===== src/rtl/apb_slave_mem.sv =====
// APB completer with a byte-wide register file, programmable wait states and PSLVERR on out-of-range addresses.
// Optional feature: define APB_SLV_RO_REGION_EN to make RO_BASE..MEM_DEPTH-1 read-only (writes there error out).
module apb_slave_mem #(
    parameter int ADDR_WIDTH  = 8,
    parameter int DATA_WIDTH  = 8,
    parameter int MEM_DEPTH   = 128,
    parameter int WAIT_STATES = 0,
    parameter int RO_BASE     = 96
) (
    input  logic                  PCLK,
    input  logic                  PRESET,
    input  logic                  PSEL,
    input  logic                  PENABLE,
    input  logic                  PWRITE,
    input  logic [ADDR_WIDTH-1:0] PADDR,
    input  logic [DATA_WIDTH-1:0] PWDATA,
    output logic                  PREADY,
    output logic [DATA_WIDTH-1:0] PRDATA,
    output logic                  PSLVERR
);

    localparam int IDX_W = (MEM_DEPTH > 1) ? $clog2(MEM_DEPTH) : 1;
    localparam logic [ADDR_WIDTH:0] DEPTH_L = (ADDR_WIDTH + 1)'(MEM_DEPTH);
    localparam logic [ADDR_WIDTH:0] RO_L    = (ADDR_WIDTH + 1)'(RO_BASE);
    localparam logic [3:0]          WS_L    = 4'(WAIT_STATES);
`ifdef APB_SLV_RO_REGION_EN
    localparam logic RO_EN = 1'b1;
`else
    localparam logic RO_EN = 1'b0;
`endif

    typedef enum logic [0:0] {IDLE = 1'b0, ACCESS = 1'b1} state_t;

    state_t                state_r, state_nxt_s;
    logic [3:0]            cnt_r, cnt_nxt_s;
    logic [ADDR_WIDTH-1:0] addr_r;
    logic                  write_r;
    logic [DATA_WIDTH-1:0] wdata_r;
    logic                  pready_r, pslverr_r;
    logic [DATA_WIDTH-1:0] prdata_r;
    logic [DATA_WIDTH-1:0] mem_r [MEM_DEPTH];

    logic                  latch_s, set_rsp_s, clr_rsp_s, commit_s;
    logic [ADDR_WIDTH-1:0] eff_addr_s;
    logic                  eff_write_s, err_s;
    logic [DATA_WIDTH-1:0] rd_data_s;

    // With zero wait states the response is built at the setup edge, so use the live bus there.
    assign eff_addr_s  = latch_s ? PADDR  : addr_r;
    assign eff_write_s = latch_s ? PWRITE : write_r;
    assign err_s       = ({1'b0, eff_addr_s} >= DEPTH_L) |
                         (RO_EN & eff_write_s & ({1'b0, eff_addr_s} >= RO_L));
    assign rd_data_s   = (eff_write_s | err_s) ? '0 : mem_r[eff_addr_s[IDX_W-1:0]];

    // Next-state and per-edge action decode.
    always_comb begin
        state_nxt_s = state_r;
        cnt_nxt_s   = cnt_r;
        latch_s     = 1'b0;
        set_rsp_s   = 1'b0;
        clr_rsp_s   = 1'b0;
        commit_s    = 1'b0;
        case (state_r)
            IDLE: begin
                if (PSEL && !PENABLE) begin
                    state_nxt_s = ACCESS;
                    latch_s     = 1'b1;
                    cnt_nxt_s   = WS_L;
                    set_rsp_s   = (WS_L == 4'd0);
                end else begin
                    state_nxt_s = IDLE;
                end
            end
            ACCESS: begin
                if (!PSEL) begin
                    state_nxt_s = IDLE;
                    clr_rsp_s   = 1'b1;
                end else if (!PENABLE) begin
                    state_nxt_s = ACCESS;
                end else if (pready_r) begin
                    // pslverr_r already holds this transfer's error status
                    commit_s    = write_r & ~pslverr_r;
                    clr_rsp_s   = 1'b1;
                    state_nxt_s = IDLE;
                end else if (cnt_r > 4'd1) begin
                    cnt_nxt_s = cnt_r - 4'd1;
                end else begin
                    cnt_nxt_s = 4'd0;
                    set_rsp_s = 1'b1;
                end
            end
            default: begin
                state_nxt_s = IDLE;
                clr_rsp_s   = 1'b1;
            end
        endcase
    end

    // State, latched transfer fields and registered response.
    always_ff @(posedge PCLK or posedge PRESET) begin
        if (PRESET) begin
            state_r   <= IDLE;
            cnt_r     <= 4'd0;
            addr_r    <= '0;
            write_r   <= 1'b0;
            wdata_r   <= '0;
            pready_r  <= 1'b0;
            prdata_r  <= '0;
            pslverr_r <= 1'b0;
        end else begin
            state_r <= state_nxt_s;
            cnt_r   <= cnt_nxt_s;
            if (latch_s) begin
                addr_r  <= PADDR;
                write_r <= PWRITE;
                wdata_r <= PWDATA;
            end
            if (set_rsp_s) begin
                pready_r  <= 1'b1;
                prdata_r  <= rd_data_s;
                pslverr_r <= err_s;
            end else if (clr_rsp_s) begin
                pready_r  <= 1'b0;
                prdata_r  <= '0;
                pslverr_r <= 1'b0;
            end
        end
    end

    // Register file; writes land only on a clean completion edge.
    always_ff @(posedge PCLK or posedge PRESET) begin
        if (PRESET) begin
            for (int i = 0; i < MEM_DEPTH; i++) begin
                mem_r[i] <= '0;
            end
        end else if (commit_s) begin
            mem_r[addr_r[IDX_W-1:0]] <= wdata_r;
        end
    end

    assign PREADY  = pready_r;
    assign PRDATA  = prdata_r;
    assign PSLVERR = pslverr_r;

endmodule


===== config.mk =====
export PLATFORM = sky130hd
export DESIGN_NAME = apb_slave_mem
export DESIGN_NICKNAME = d
export VERILOG_FILES = /design/src/rtl/apb_slave_mem.sv
export SDC_FILE = /design/constraint.sdc
export NUM_CORES = 2
export LEC_CHECK = 0
export BUFFER_PORTS_ARGS = -buffer_cell sky130_fd_sc_hd__buf_2
export CAP_MARGIN = 5
export CORE_MARGIN = 2
export CORE_UTILIZATION = 49
export CTS_CLUSTER_DIAMETER = 40
export DETAILED_ROUTE_END_ITERATION = 12
export PLACE_DENSITY = 0.67
export REMOVE_ABC_BUFFERS = 1
export SETUP_SLACK_MARGIN = 0.2
export SYNTH_ARGS = -nofsm -noshare
export SYNTH_HDL_FRONTEND = slang
export SYNTH_SLANG_ARGS = --single-unit

===== constraint.sdc =====
create_clock -name PCLK -period 43.7 [get_ports PCLK]
set_clock_uncertainty 0.05 [all_clocks]
set_input_delay 6.555 -clock PCLK [delete_from_list [all_inputs] [get_ports PCLK]]
set_output_delay 6.555 -clock PCLK [all_outputs]
set_load 0.02 [all_outputs]

Word level (Yosys, flattened, before mapping)
Index checks and enable logic that the tools add are counted.
{ "totals": {"register_bits": 1056, "wordCells": 196} }
{ "op_classes": {"n_addsub": 1, "n_lt_le_gt_ge": 5, "eq_ne": 4, "muxes": 39, "n_bitwise": 6, "n_reduce_logical": 5} }
{ "ops": {"columns": ["operator", "n"], "rows": [
  ["bitwise mux 1024 bit", 1],
  ["binary-select mux 8 bit (select 7 bit)", 1],
  ["demux 8 bit (select 7 bit)", 1],
  ["two-way mux 8 bit", 7],
  [">= comparator 8 bit (second input constant)", 3],
  ["two-way mux 1 bit", 21],
  ["two-way mux 4 bit", 5],
  ["inverter 7 -> 8 bit", 2],
  ["< comparator 8 x 1 -> 1 bit (second input constant)", 1],
  ["inequality test 2 bit (second input constant)", 4],
  ["one-hot mux 4 bit (2 select lines)", 1],
  ["greater-than comparator 4 x 1 -> 1 bit (second input constant)", 1],
  ["one-hot mux 1 bit (2 select lines)", 2],
  ["AND reduction 4 bit", 1],
  ["subtractor 4 x 1 -> 4 bit (second input constant)", 1],
  ["logical AND 1 bit", 2],
  ["inverter 1 bit", 2],
  ["nonzero test 2 bit", 1],
  ["AND 1 bit", 1],
  ["zero test 1 bit", 1],
  ["bitwise OR 1 bit", 1]
]} }

Logic depth before layout (Yosys ltp)
{ "depth": {"word_depth": 11, "depth_mapped": 16} }

Least setup slack after synthesis
Ideal clock, no wire load.
{ "synth_path": {"path_type": "input to register", "from": "in PSEL", "to": "reg prdata_r[0] (netlist: PRDATA[0])", "setup_time_ns": 0.135, "arrival_ns": 9.050, "required_ns": 43.515, "setup_slack_ns": 34.465, "cell_stages": 14, "n_path_buf": 6, "cell_sequence": "buf_2 or3b_1 buf_6 mux2i_4 inv_2 buf_6 buf_2 buf_1 clkbuf_1 nand3_1 a32oi_1 a31oi_1 o21ai_0 o211ai_1"} }
{ "synth_between": {"elab_chain_cells": 10, "word_cells_on_any_way": 18, "cone_classes": "order compare: 1; mux: 13; bitwise: 2; reduce/logical: 2"} }
{ "synth_rtl": {"columns": ["item", "line_no", "rtl"], "rows": [
  ["start: declaration", "12", "input logic PSEL,"],
  ["logical AND 1 bit", "65", "if (PSEL && !PENABLE) begin"],
  ["two-way mux 1 bit", "65", null],
  ["two-way mux 1 bit", "63", "case (state_r)"],
  ["two-way mux 8 bit", null, null],
  ["inverter 7 -> 8 bit (not written as such)", "53", "assign rd_data_s = (eff_write_s | err_s) ? '0 : mem_r[eff_addr_s[IDX_W-1:0]];"],
  ["binary-select mux 8 bit (select 7 bit)", "53", null],
  ["two-way mux 8 bit (not written as such) (2 in series)", "53", null],
  ["two-way mux 8 bit", "53", null],
  ["two-way mux 8 bit", "118", "if (set_rsp_s) begin"],
  ["end signal: assignment", "120", "prdata_r <= rd_data_s;"],
  ["end: declaration", "40", "logic [DATA_WIDTH-1:0] prdata_r;"]
]} }
Parallel ways exist; a longest one is shown, timed or not. The select of a mux whose other input is x is not followed.
A chain may end at the register's enable or synchronous reset.

Final worst setup path
{ "layout_path": {"from": "in PSEL", "to": "reg prdata_r[3] (netlist: PRDATA[3])"} }
Same word-level chain as after synthesis.

==> run_results.csv <==
group,metric,value,unit
outcome,status,"completed",
yosys,synth_cells,4101,
cells_and_area,area_growth,12.4,%
yosys,synth_top_family_by_area,"multiplexers",
setup_path,worstPathRequired,44310,ps
timing,max_slew.worst_pin.slew,1250,ps
power_and_ir_drop,peakVddDrop,0.0359,mV
die,core,99900,um^2
drt,drtAntennaViolNets,0,
placement,dpl.cell_count,5199,
setup_path,start_kind,"input port",
yosys,yosys.area_share.adder,0.000507,
yosys,synth_area_per_cell,12.0,um^2
die,die_width,321,um
global_route,grtUsageTotal,0.278,
setup_path,crit_top_cell,"buf_4",
yosys,syn-cell-area,49300,um^2
power_and_ir_drop,p_leak,0.0269,uW
clock_tree,root_buffer,"clkbuf_16",
timing,rsz0062_at_grt,"no",
cells_and_area,multiInputGateArea,21600,um^2
die,die_h,321,um
die,fp.dieArea,103000,um^2
setup_path,critical_path.max_fanout,63,
yosys,ys_ff_latch,1056,
timing,setup_ws,32720,ps
global_route,grt_max_degree,165,
placement,port_buffers,30,
global_route,antenna_found_initial,6,
die,rows,116,
yosys,synth_xor_area_frac,0.000355,
drt,via_per_inst,6.17,
placement,gp_congestion,0.863,
timing,setup_violations,0,
drt,wirelength,142,mm
cells_and_area,fillers,8390,
die,io_pins,31,
clock_tree,clock-sinks,1056,
placement,placed_cell_area,50500,um^2
yosys,async_flop_share,1.00,
timing,setup_tns,0,ps
cells_and_area,nNetsFinal,4065,
yosys,synth_compound_area_frac,0.0390,
power_and_ir_drop,total_power,2580,uW
timing,clock.fmax,0.0911,GHz
timing,period_share,0.251,
yosys,synth_cell_types,64,
drt,vias,33700,
setup_path,end_kind,"register",
clock_tree,hold_buffers,0,
cells_and_area,stdcell_count,5457,
hold_path,hold_class,"register to register",
timing,min_period,10980,ps
yosys,yosysSeqAreaShare,0.536,
yosys,synth-simple-area-share,0.100,
global_route,grt-ovfl-total,0,
placement,dpl.hpwl,84.7,mm
clock_tree,cts_buffers,139,
power_and_ir_drop,power-per-cell-area,46.5,nW/um^2
setup_path,cp_cell_sequence,"buf_2 -> or3b_2 -> buf_4 -> mux2i_4 -> inv_6 -> buf_4 -> nor2_1 -> a31oi_1 -> nand4_1 -> a221oi_1 -> o31ai_1 -> nand3b_1",
drt,drc_errors,0,
global_route,grt_pass1_vias,33800,
setup_path,critical-path-top-delay-family,"buffers and inverters",
placement,place_ws,32260,ps
run,max_cap_violations,0,
yosys,synth_mux_area_frac,0.295,
clock_tree,cts_tree,"done",
cells_and_area,layout_commonest_cell,"dfrtp_1",
clock_tree,h-tree-depth,4,
setup_path,slowest_stage,"a221oi_1",
yosys,yosysWarnings,0,
drt,first_pass_iters,6,
drt,drt-initial-drc-count,3218,
clock_tree,clock_latency,740,ps
drt,wl_per_cell,26.1,um
cells_and_area,regArea,26500,um^2
clock_tree,clockBufferDepth,3,
yosys,synth_enable_flop_cells,0,
setup_path,worstPathArrival,11590,ps
timing,hold_violations,0,
global_route,grt_pass1_wl,217,mm
clock_tree,post_cts_buffers,0,
setup_path,slowest_delay,980,ps
cells_and_area,mostFrequentLayoutCells,"dfrtp_1 (1048), mux2_2 (1028), nand2_1 (719)",
die,initial_utilization,0.494,
cells_and_area,fin_area,55400,um^2
timing,slew_violations,0,
timing,slew-limit-headroom,0.170,
cells_and_area,drive_gt1_frac,0.347,
setup_path,path_class,"input port to register",
clock_tree,cts.clk_slew.worst_paths,60,ps
setup_path,crit_buf_inv,4,
yosys,ys_dominant_reg_cell,"dfrtp_1",
clock_tree,cts_resized,0,
## cell families (layout without fill, tap and decap cells)
family / Yosys count / count (layout)
other: 0 / 1
AND/OR/NAND/NOR: 1157 / 1157
flip-flops: 1056 / 1056
buffers and inverters: 325 / 382
multiplexers: 1284 / 1284
AO/OA/AOI/OAI: 275 / 275
adder cells (fa/ha/maj): 2 / 2
XOR/XNOR: 2 / 2
## flip-flops by register name (all words and copies together), names as in the netlist
register / cells
mem_r: 1024
PRDATA: 8
addr_r: 8
wdata_r: 8
cnt_r: 4
PREADY: 1
PSLVERR: 1
state_r: 1
write_r: 1
## worst register-to-register path: stages, from the launching register on
cell,delay (ps)
dfrtp_1,490
or3b_2,500
buf_4,320
mux2i_4,330
inv_6,540
buf_4,780
nor2_1,560
a31oi_1,280
nand4_1,180
a221oi_1,980
o31ai_1,270
nand3b_1,170
## cell type report
cell class / count / area share
clock buffers: 173 / 0.0697
diodes: 1 / 0.0000452
clock inverters: 84 / 0.0186
flip-flops and latches: 1056 / 0.478
repair buffers: 103 / 0.0139
well taps: 1298 / 0.0293
inverters: 22 / 0.00185
multi-input cells: 2720 / 0.389
## stage by stage
step,util,hold slack (ps)
after floorplan,-,416
after global routing,0.555,459
final,0.555,449
after global placement,0.506,431
after CTS,0.555,450
after detailed placement,0.506,437
## synthesized netlist by cell type (9+ instances only)
cell / count / area share
a2111oi_0: 9 / 0.0016
o21ai_0: 23 / 0.0023
dfrtp_1: 1056 / 0.54
mux2_2: 1028 / 0.23
nor2_1: 71 / 0.0054
a32o_1: 9 / 0.0018
buf_2: 89 / 0.0090
a221oi_1: 11 / 0.0020
nor2b_1: 9 / 0.0011
a311oi_1: 17 / 0.0030
a211oi_1: 27 / 0.0041
nand2b_1: 10 / 0.0013
inv_1: 18 / 0.0014
nand4_1: 11 / 0.0014
a21oi_1: 62 / 0.0063
mux2i_1: 221 / 0.045
o221ai_1: 9 / 0.0016
o22ai_1: 13 / 0.0016
nor4_1: 13 / 0.0016
nor3_1: 21 / 0.0021
mux4_2: 32 / 0.015
clkbuf_1: 179 / 0.014
and3_1: 27 / 0.0034
a22oi_1: 9 / 0.0014
nand2_1: 719 / 0.055
nand3_1: 254 / 0.026
a31oi_1: 32 / 0.0041
buf_1: 21 / 0.0016
a32oi_1: 17 / 0.0030
## layer usage
metal | wire length (um) | GRT usage
met5 | 55 | 0
met1 | 60900 | 0.384
met3 | 10700 | 0.0558
met2 | 64000 | 0.422
met4 | 6850 | 0.131
## power breakdown
part           total [uW]  switching (uW)  internal, uW
Combinational         352             266          85.8
Sequential           1040            42.4           996
Clock                1190             462           726
Total                2580             770          1810
## final timing paths
check	startpoint	end	slack [ps]	cells after the start
hold / removal	mem_r[485]	mem_r[485]	450	1
max in group asynchronous	PRESET	wdata_r[0]	34290	5
min in group asynchronous	PRESET	mem_r[868]	5960	2
setup / recovery	PSEL	PRDATA[3]	32720	12
setup reg to reg	state_r	PRDATA[3]	38180	11
hold reg to reg	mem_r[485]	mem_r[485]	450	1
Note: power is estimated with default switching activity, not from simulation.
